===== src/rtl/mul_frontend.sv =====
// RV32IM multiply front end: operand extension, launch, and result return for a Booth radix-4 core.
// Handles one operation at a time, with a zero-operand shortcut and a watchdog abort.
module mul_frontend #(
    parameter int XLEN    = 32,
    parameter int MW      = 34,
    parameter int TAG_W   = 5,
    parameter int TIMEOUT = 64
) (
    input  logic              clk,
    input  logic              rst,
    input  logic              req_valid,
    output logic              req_ready,
    input  logic [1:0]        req_op,
    input  logic [XLEN-1:0]   req_rs1,
    input  logic [XLEN-1:0]   req_rs2,
    input  logic [TAG_W-1:0]  req_tag,
    output logic              rsp_valid,
    input  logic              rsp_ready,
    output logic [XLEN-1:0]   rsp_data,
    output logic [TAG_W-1:0]  rsp_tag,
    output logic              rsp_err,
    output logic              core_start,
    output logic [MW-1:0]     core_a,
    output logic [MW-1:0]     core_b,
    input  logic              core_done,
    input  logic [2*MW-1:0]   core_product
);

    localparam int CNT_W = (TIMEOUT > 2) ? $clog2(TIMEOUT) : 1;
    localparam logic [CNT_W-1:0] CNT_LAST = CNT_W'(TIMEOUT - 1);

    typedef enum logic [1:0] {
        S_IDLE,
        S_LAUNCH,
        S_WAIT,
        S_RESP
    } state_e;

    typedef enum logic [1:0] {
        OP_MUL    = 2'b00,
        OP_MULH   = 2'b01,
        OP_MULHSU = 2'b10,
        OP_MULHU  = 2'b11
    } op_e;

    state_e             state_q, state_d;
    op_e                op_q, op_d;
    logic [TAG_W-1:0]   tag_q, tag_d;
    logic [MW-1:0]      a_q, a_d;
    logic [MW-1:0]      b_q, b_d;
    logic [CNT_W-1:0]   cnt_q, cnt_d;
    logic [XLEN-1:0]    data_q, data_d;
    logic               err_q, err_d;

    op_e                req_op_e;
    logic               a_sign;
    logic               b_sign;
    logic [MW-1:0]      a_ext;
    logic [MW-1:0]      b_ext;
    logic               zero_operand;
    logic [XLEN-1:0]    product_sel;

    // Product bits above 2*XLEN only carry sign; they are never returned.
    logic               unused_product_hi;
    assign unused_product_hi = ^core_product[2*MW-1:2*XLEN];

    assign req_op_e = op_e'(req_op);

    // rs1 is unsigned only for MULHU; rs2 is unsigned for MULHSU and MULHU.
    assign a_sign       = (req_op_e != OP_MULHU) & req_rs1[XLEN-1];
    assign b_sign       = ~req_op[1] & req_rs2[XLEN-1];
    assign a_ext        = {{(MW-XLEN){a_sign}}, req_rs1};
    assign b_ext        = {{(MW-XLEN){b_sign}}, req_rs2};
    assign zero_operand = (req_rs1 == '0) || (req_rs2 == '0);

    assign product_sel = (op_q == OP_MUL) ? core_product[XLEN-1:0]
                                          : core_product[2*XLEN-1:XLEN];

    // NOTE: every _d gets its default first, so no path through the case infers a latch.
    always_comb begin
        state_d = state_q;
        op_d    = op_q;
        tag_d   = tag_q;
        a_d     = a_q;
        b_d     = b_q;
        cnt_d   = cnt_q;
        data_d  = data_q;
        err_d   = err_q;

        unique case (state_q)
            S_IDLE: begin
                if (req_valid) begin
                    op_d  = req_op_e;
                    tag_d = req_tag;
                    a_d   = a_ext;
                    b_d   = b_ext;
                    if (zero_operand) begin
                        data_d  = '0;
                        err_d   = 1'b0;
                        state_d = S_RESP;
                    end else begin
                        state_d = S_LAUNCH;
                    end
                end
            end
            S_LAUNCH: begin
                cnt_d   = '0;
                state_d = S_WAIT;
            end
            S_WAIT: begin
                // A done in the final watchdog cycle still wins over the abort.
                if (core_done) begin
                    data_d  = product_sel;
                    err_d   = 1'b0;
                    state_d = S_RESP;
                end else if (cnt_q == CNT_LAST) begin
                    data_d  = '0;
                    err_d   = 1'b1;
                    state_d = S_RESP;
                end else begin
                    cnt_d = cnt_q + 1'b1;
                end
            end
            S_RESP: begin
                if (rsp_ready) begin
                    state_d = S_IDLE;
                end
            end
            default: state_d = S_IDLE;
        endcase
    end

    // NOTE: state uses non-blocking assignments so every register samples pre-edge values.
    always_ff @(posedge clk or posedge rst) begin
        if (rst) begin
            state_q <= S_IDLE;
            op_q    <= OP_MUL;
            tag_q   <= '0;
            a_q     <= '0;
            b_q     <= '0;
            cnt_q   <= '0;
            data_q  <= '0;
            err_q   <= 1'b0;
        end else begin
            state_q <= state_d;
            op_q    <= op_d;
            tag_q   <= tag_d;
            a_q     <= a_d;
            b_q     <= b_d;
            cnt_q   <= cnt_d;
            data_q  <= data_d;
            err_q   <= err_d;
        end
    end

    assign req_ready  = (state_q == S_IDLE) & ~rst;
    assign core_start = (state_q == S_LAUNCH);
    assign core_a     = a_q;
    assign core_b     = b_q;
    assign rsp_valid  = (state_q == S_RESP);
    assign rsp_data   = data_q;
    assign rsp_tag    = tag_q;
    assign rsp_err    = err_q;

endmodule

===== config.mk =====
export PLATFORM = sky130hd
export DESIGN_NAME = mul_frontend
export DESIGN_NICKNAME = d
export VERILOG_FILES = /design/src/rtl/mul_frontend.sv
export SDC_FILE = /design/constraint.sdc
export NUM_CORES = 1
export LEC_CHECK = 0
export ABC_AREA = 1
export CAP_MARGIN = 20
export CORE_UTILIZATION = 40
export CTS_CLUSTER_DIAMETER = 40
export CTS_CLUSTER_SIZE = 24
export DETAILED_ROUTE_END_ITERATION = 6
export PLACE_DENSITY = 0.78
export REMOVE_ABC_BUFFERS = 1
export SYNTH_ARGS = -nofsm -noshare
export SYNTH_HDL_FRONTEND = slang
export SYNTH_SLANG_ARGS = --single-unit
export TNS_END_PERCENT = 5

===== constraint.sdc =====
create_clock -name clk -period 5.45 [get_ports clk]
set_clock_uncertainty 0.05 [all_clocks]
set_input_delay 0.545 -clock clk [delete_from_list [all_inputs] [get_ports clk]]
set_output_delay 0.545 -clock clk [all_outputs]
set_load 0.02 [all_outputs]

== Word level (Yosys, flattened, before mapping) ==
Index checks and enable logic that the tools add are counted.

* Input bits: 144
* Output and inout port bits: 109
* Register bits after elaboration: 114

* Bitwise operators: 5
* Multiplexer cells: 20
* Reduce and logical (&&, ||, !) cells: 11
* Equality and inequality tests: 11
* Add/subtract/negate cells: 1

{| class="wikitable"
|+ Operator list
! cell !! count
|-
| 2-to-1 mux 32 bit || 5
|-
| logical NOT 32 bit || 2
|-
| case mux 32 bit (2 select lines) || 1
|-
| 2-to-1 mux 6 bit || 2
|-
| case mux 6 bit (2 select lines) || 1
|-
| 2-to-1 mux 2 bit || 5
|-
| != test 2 bit (second input constant) || 5
|-
| case mux 2 bit (4 select lines) || 1
|-
| adder 6 x 1 -> 6 bit (second input constant) || 1
|-
| equality test 6 bit (second input constant) || 1
|-
| AND reduction 3 bit || 2
|-
| equality test 2 bit (second input constant) || 2
|-
| logical NOT 2 bit || 2
|-
| 2-to-1 mux 1 bit || 4
|-
| AND reduction 4 bit || 1
|-
| nonzero test 2 bit || 2
|-
| AND 1 bit || 3
|-
| != test 3 bit (second input constant) || 1
|-
| equality test 2 x 1 -> 1 bit (second input constant) || 1
|-
| != test 2 x 1 -> 1 bit (second input constant) || 1
|-
| NOT 1 bit || 2
|-
| case mux 1 bit (2 select lines) || 1
|-
| AND reduction 2 bit || 1
|-
| logical OR 1 bit || 1
|}

== Depth between registers and ports, before layout ==
* Depth in word-level cells: 5
* Mapped depth: 12

== Least setup slack after synthesis ==
OpenSTA, ideal clock, no wires.

* Kind: register to register
* Start point: register state_q[0]
* End point: register data_q[22] (netlist: rsp_data[22])
* Period minus slack after synthesis: 1784 ps
* Path buffers: 2
* Setup time: 117 ps
* Required time: 5283 ps
* Cell stages (with the launch flop): 13
* Arrival time: 1617 ps
* Setup slack: 3666 ps
* Cell sequence: dfrtp_1 inv_1 ha_1 buf_6 inv_2 nor2_1 o21ai_2 nand2_2 a21oi_4 nand2_4 buf_6 nand2_1 nand2_1

* Longest elaborated chain between the ends: 3
* Elaborated cells on any way between the ends: 8
* Those cells by class: 4 x eq/ne; 1 x mux; 3 x reduce/logical

{| class="wikitable"
|+ Ends and longest elaborated chain
! item !! RTL line !! RTL
|-
| start: declaration || 46 || <nowiki>state_e state_q, state_d;</nowiki>
|-
| start signal: assignment || 145 || <nowiki>state_q <= state_d;</nowiki>
|-
| equality test 2 bit or logical NOT 2 bit (tied branches) || 90 || <nowiki>unique case (state_q)</nowiki>
|-
| != test 3 bit (no source line) (tied with other cells) || -- ||
|-
| AND reduction 4 bit (no source line) || -- ||
|-
| end signal: assignment || 151 || <nowiki>data_q <= data_d;</nowiki>
|-
| end: declaration || 52 || <nowiki>logic [XLEN-1:0] data_q, data_d;</nowiki>
|}

Parallel ways exist; a longest one is shown, timed or not.
A chain may end at the register's enable or synchronous reset.

== Final worst setup path ==
* Start point: register state_q[0]
* End point: register b_q[12] (netlist: core_b[12])

* Longest elaborated chain between the ends: 2

{| class="wikitable"
|+ Ends and longest elaborated chain
! item !! RTL line !! RTL
|-
| logical NOT 2 bit || 90 ||
|-
| AND reduction 2 bit (no source line) || -- ||
|-
| end signal: assignment || 140 || <nowiki>b_q <= '0;</nowiki>
|-
| end signal: assignment || 149 || <nowiki>b_q <= b_d;</nowiki>
|-
| end: declaration || 50 || <nowiki>logic [MW-1:0] b_q, b_d;</nowiki>
|}

No other way between the ends.

==> impl_metrics.py <==
metrics = {
    "outcome": {
        "run_status": "finished, final reports clean",
    },
    "placement": {
        "placedCellCount": 1078,
        "io_buffers": 248,
        "routabilityCongestion": 0.807,
        "dp_slack_ns": 2.33,
        "dpl_cell_area_um2": 7930,
        "hpwl_um": 10900,
    },
    "drt": {
        "post-route-drc-count": 0,
        "drt-vias-per-instance": 4.80,
        "vias": 5332,
        "initialDrtViolationCount": 345,
        "wl_per_cell_um": 14.1,
        "drtAntennaViolNets": 0,
        "routed_wl_um": 15600,
        "drt_pass1_iterations": 4,
    },
    "yosys": {
        "postSynth.asyncResetShare": 1.00,
        "yosys.area_share.adder": 0.0139,
        "synth_top_family_by_area": "simple AND/OR/NAND/NOR gates",
        "yosysSeqAreaShare": 0.527,
        "synth.most_common_cell": "nand2_1",
        "synth_cell_types": 26,
        "synth_top_cell_by_area": "dfrtp_1",
        "yosys-top-cells-area": "dfrtp_1 53%, nand2_1 20%, o21ai_0 6.5%",
        "synth_top_area_frac": 0.527,
        "synth_mux_area_frac": 0,
        "ys_seq_elements": 114,
        "synthesis.area_um2": 5410,
        "yosysWarningCount": 0,
        "synth-compound-area-share": 0.106,
        "synthXorXnorAreaFrac": 0,
        "yosys.area_share.simple": 0.281,
        "ys.flop_type": "dfrtp_1",
        "syn-instance-count": 690,
        "synth_area_per_cell_um2": 7.85,
        "synth_enable_flop_cells": 0,
        "ys_top_cells_by_count": "287 x nand2_1, 114 x dfrtp_1, 70 x o21ai_0",
    },
    "timing": {
        "worst_slew_pin_slew_ns": 1.02,
        "fin_setup_tns_ns": 0,
        "hold_viol": 0,
        "rsz0062_at_grt": "no",
        "slew_headroom": 0.322,
        "fmax_mhz": 354,
        "slew_violations": 0,
        "fin_ws_ns": 2.62,
        "min_period_over_period": 0.519,
        "setup_violations": 0,
        "finalCriticalPeriod_ns": 2.83,
    },
    "critical_path": {
        "cp.arrival_ns": 3.07,
        "cp_data_required_time_ns": 5.70,
        "startpoint_type": "flop",
        "rrSetupSlack_ns": 2.62,
        "cp_cell_sequence": "inv_1 > ha_1 > nand2_4 > inv_1 > buf_4 > nand2_1 > nand2_1",
        "reg2reg_to": "core_b[12]",
        "ff2ff_path_depth": 7,
        "cp_slowest_cell": "nand2_4",
        "max_stage_delay_ns": 0.70,
        "rr_startpoint": "state_q[0]",
        "crit_start": "state_q[0]",
        "cp-end-kind": "flop",
        "worstSetupPathType": "flop to flop",
        "cp_max_fo": 106,
    },
    "global_routing": {
        "antenna_found_initial": 0,
        "grt_pass1_vias": 5272,
        "grt-ovfl-total": 0,
        "grt_use_total": 0.235,
        "grt_pass1_wl_um": 25900,
        "grt_start_max_net_pins": 107,
    },
    "floorplanning": {
        "core_um2": 13200,
        "die_area_um2": 14000,
        "start_util": 0.409,
        "die_h_um": 118,
        "die_w_um": 118,
        "rows": 42,
        "num_io_pins": 253,
    },
    "cts": {
        "cts.clk_slew.worst_paths_ns": 0.06,
        "numClockSinks": 114,
        "htree_levels": 4,
        "numCtsBuffers": 17,
        "cts-root-buf": "clkbuf_16",
        "holdBufCountCts": 0,
        "post_cts_resized": 0,
        "clock_path_buffers": 2,
        "cts_setup_buffers": 0,
        "cts_tree": "built",
        "clk-insertion-delay-late_ns": 0.41,
    },
    "hold_path": {
        "hp-class": "flop to flop",
        "min_to": "rsp_data[7]",
        "holdPathStages": 2,
        "holdCritStartpoint": "rsp_data[7]",
    },
    "final_layout": {
        "nets": 1072,
        "nFillCells": 1132,
        "finalNonFillerCells": 1111,
        "syn_to_final_growth_pct": 60.0,
        "insertedDiodeCount": 0,
        "fin_area_um2": 8660,
        "drive_above_1_share": 0.0578,
    },
    "power": {
        "peakVddDrop_mv": 0.300,
        "p_leak_nw": 4.11,
        "p_per_area_nw_per_um2": 589,
    },
    "run": {
        "cap_violations": 0,
    },
}
[metrics by stage]
step / hold slack, ns / power [mW] / util
after floorplan: 0.439 / 2.64 / -
after global placement: 0.403 / 3.76 / 0.599
after detailed placement: 0.408 / 3.80 / 0.599
after CTS: 0.421 / 5.14 / 0.652
after global routing: 0.434 / 5.44 / 0.654
final: 0.416 / 5.11 / 0.654
[power by group]
| part | total [mW] | switching [mW] | internal [mW] | leakage, nW |
|---|---|---|---|---|
| registers | 1.48 | 0.266 | 1.21 | 1.48 |
| clock network | 1.31 | 0.388 | 0.927 | 0.324 |
| logic | 2.31 | 1.33 | 0.979 | 2.31 |
[sequential cells by signal, indices dropped and copies added, names as in the netlist]
signal    cells
cnt_q         6
core_a       33
core_b       33
op_q          2
rsp_data     32
rsp_err       1
rsp_tag       5
state_q       2
[critical path: cells and delay by family (launching register included)]
family | cells | cell delay (ns)
flip-flops | 1 | 0.39
adder cells (fa/ha/maj) | 1 | 0.29
AND/OR/NAND/NOR | 3 | 0.83
buffers and inverters | 3 | 1.12
[cell type report]
| cell class | instances | area, um^2 | share of cell area |
|---|---|---|---|
| clock inverters | 13 | 255 | 0.0295 |
| clock buffers | 19 | 453 | 0.0523 |
| repair buffers | 252 | 2530 | 0.292 |
| inverters | 44 | 168 | 0.0194 |
| multi-input cells | 493 | 2180 | 0.252 |
| well taps | 176 | 220 | 0.0254 |
| flip-flops and latches | 114 | 2850 | 0.329 |
[logic make-up (layout without fill, tap and decap cells)]
logic type | count (synthesis) | count (layout)
simple gates | 377 | 377
flops | 114 | 114
compound gates | 110 | 110
buf+inv | 83 | 328
fa+ha+maj | 6 | 6
[metal layers]
metal  GRT usage  share of wire  vias to the layer above
met5           0              0                        -
met4      0.0849          0.019                        0
met3      0.0729          0.068                       25
met2       0.406           0.49                      174
met1       0.274           0.42                     2483
li1            -              -                     2650
[layout by cell type (no fill, tap or decap), drive strengths merged]
cell and instances:
a21boi 1, a21oi 35, buf 4, bufinv 7, clkbuf 19, clkdlybuf4s50 248, clkinvlp 6, dfrtp 114
ha 6, inv 44, nand2 293, nand3 42, nand4 5, nor2 31, nor3 2, o211ai 1
o21ai 71, o21bai 1, o31ai 1, or2 4
[worst max-delay path by stage]
stage / to / slack [ns] / cells past startpoint
floorplan: core_b[32] / 1.81 / 6
global placement: core_b[8] / 2.31 / 6
detailed placement: core_b[9] / 2.33 / 6
CTS: core_b[12] / 2.58 / 7
global route: core_b[13] / 2.29 / 7
finish: core_b[12] / 2.62 / 7
No activity file was read; power rests on OpenSTA's default activity.
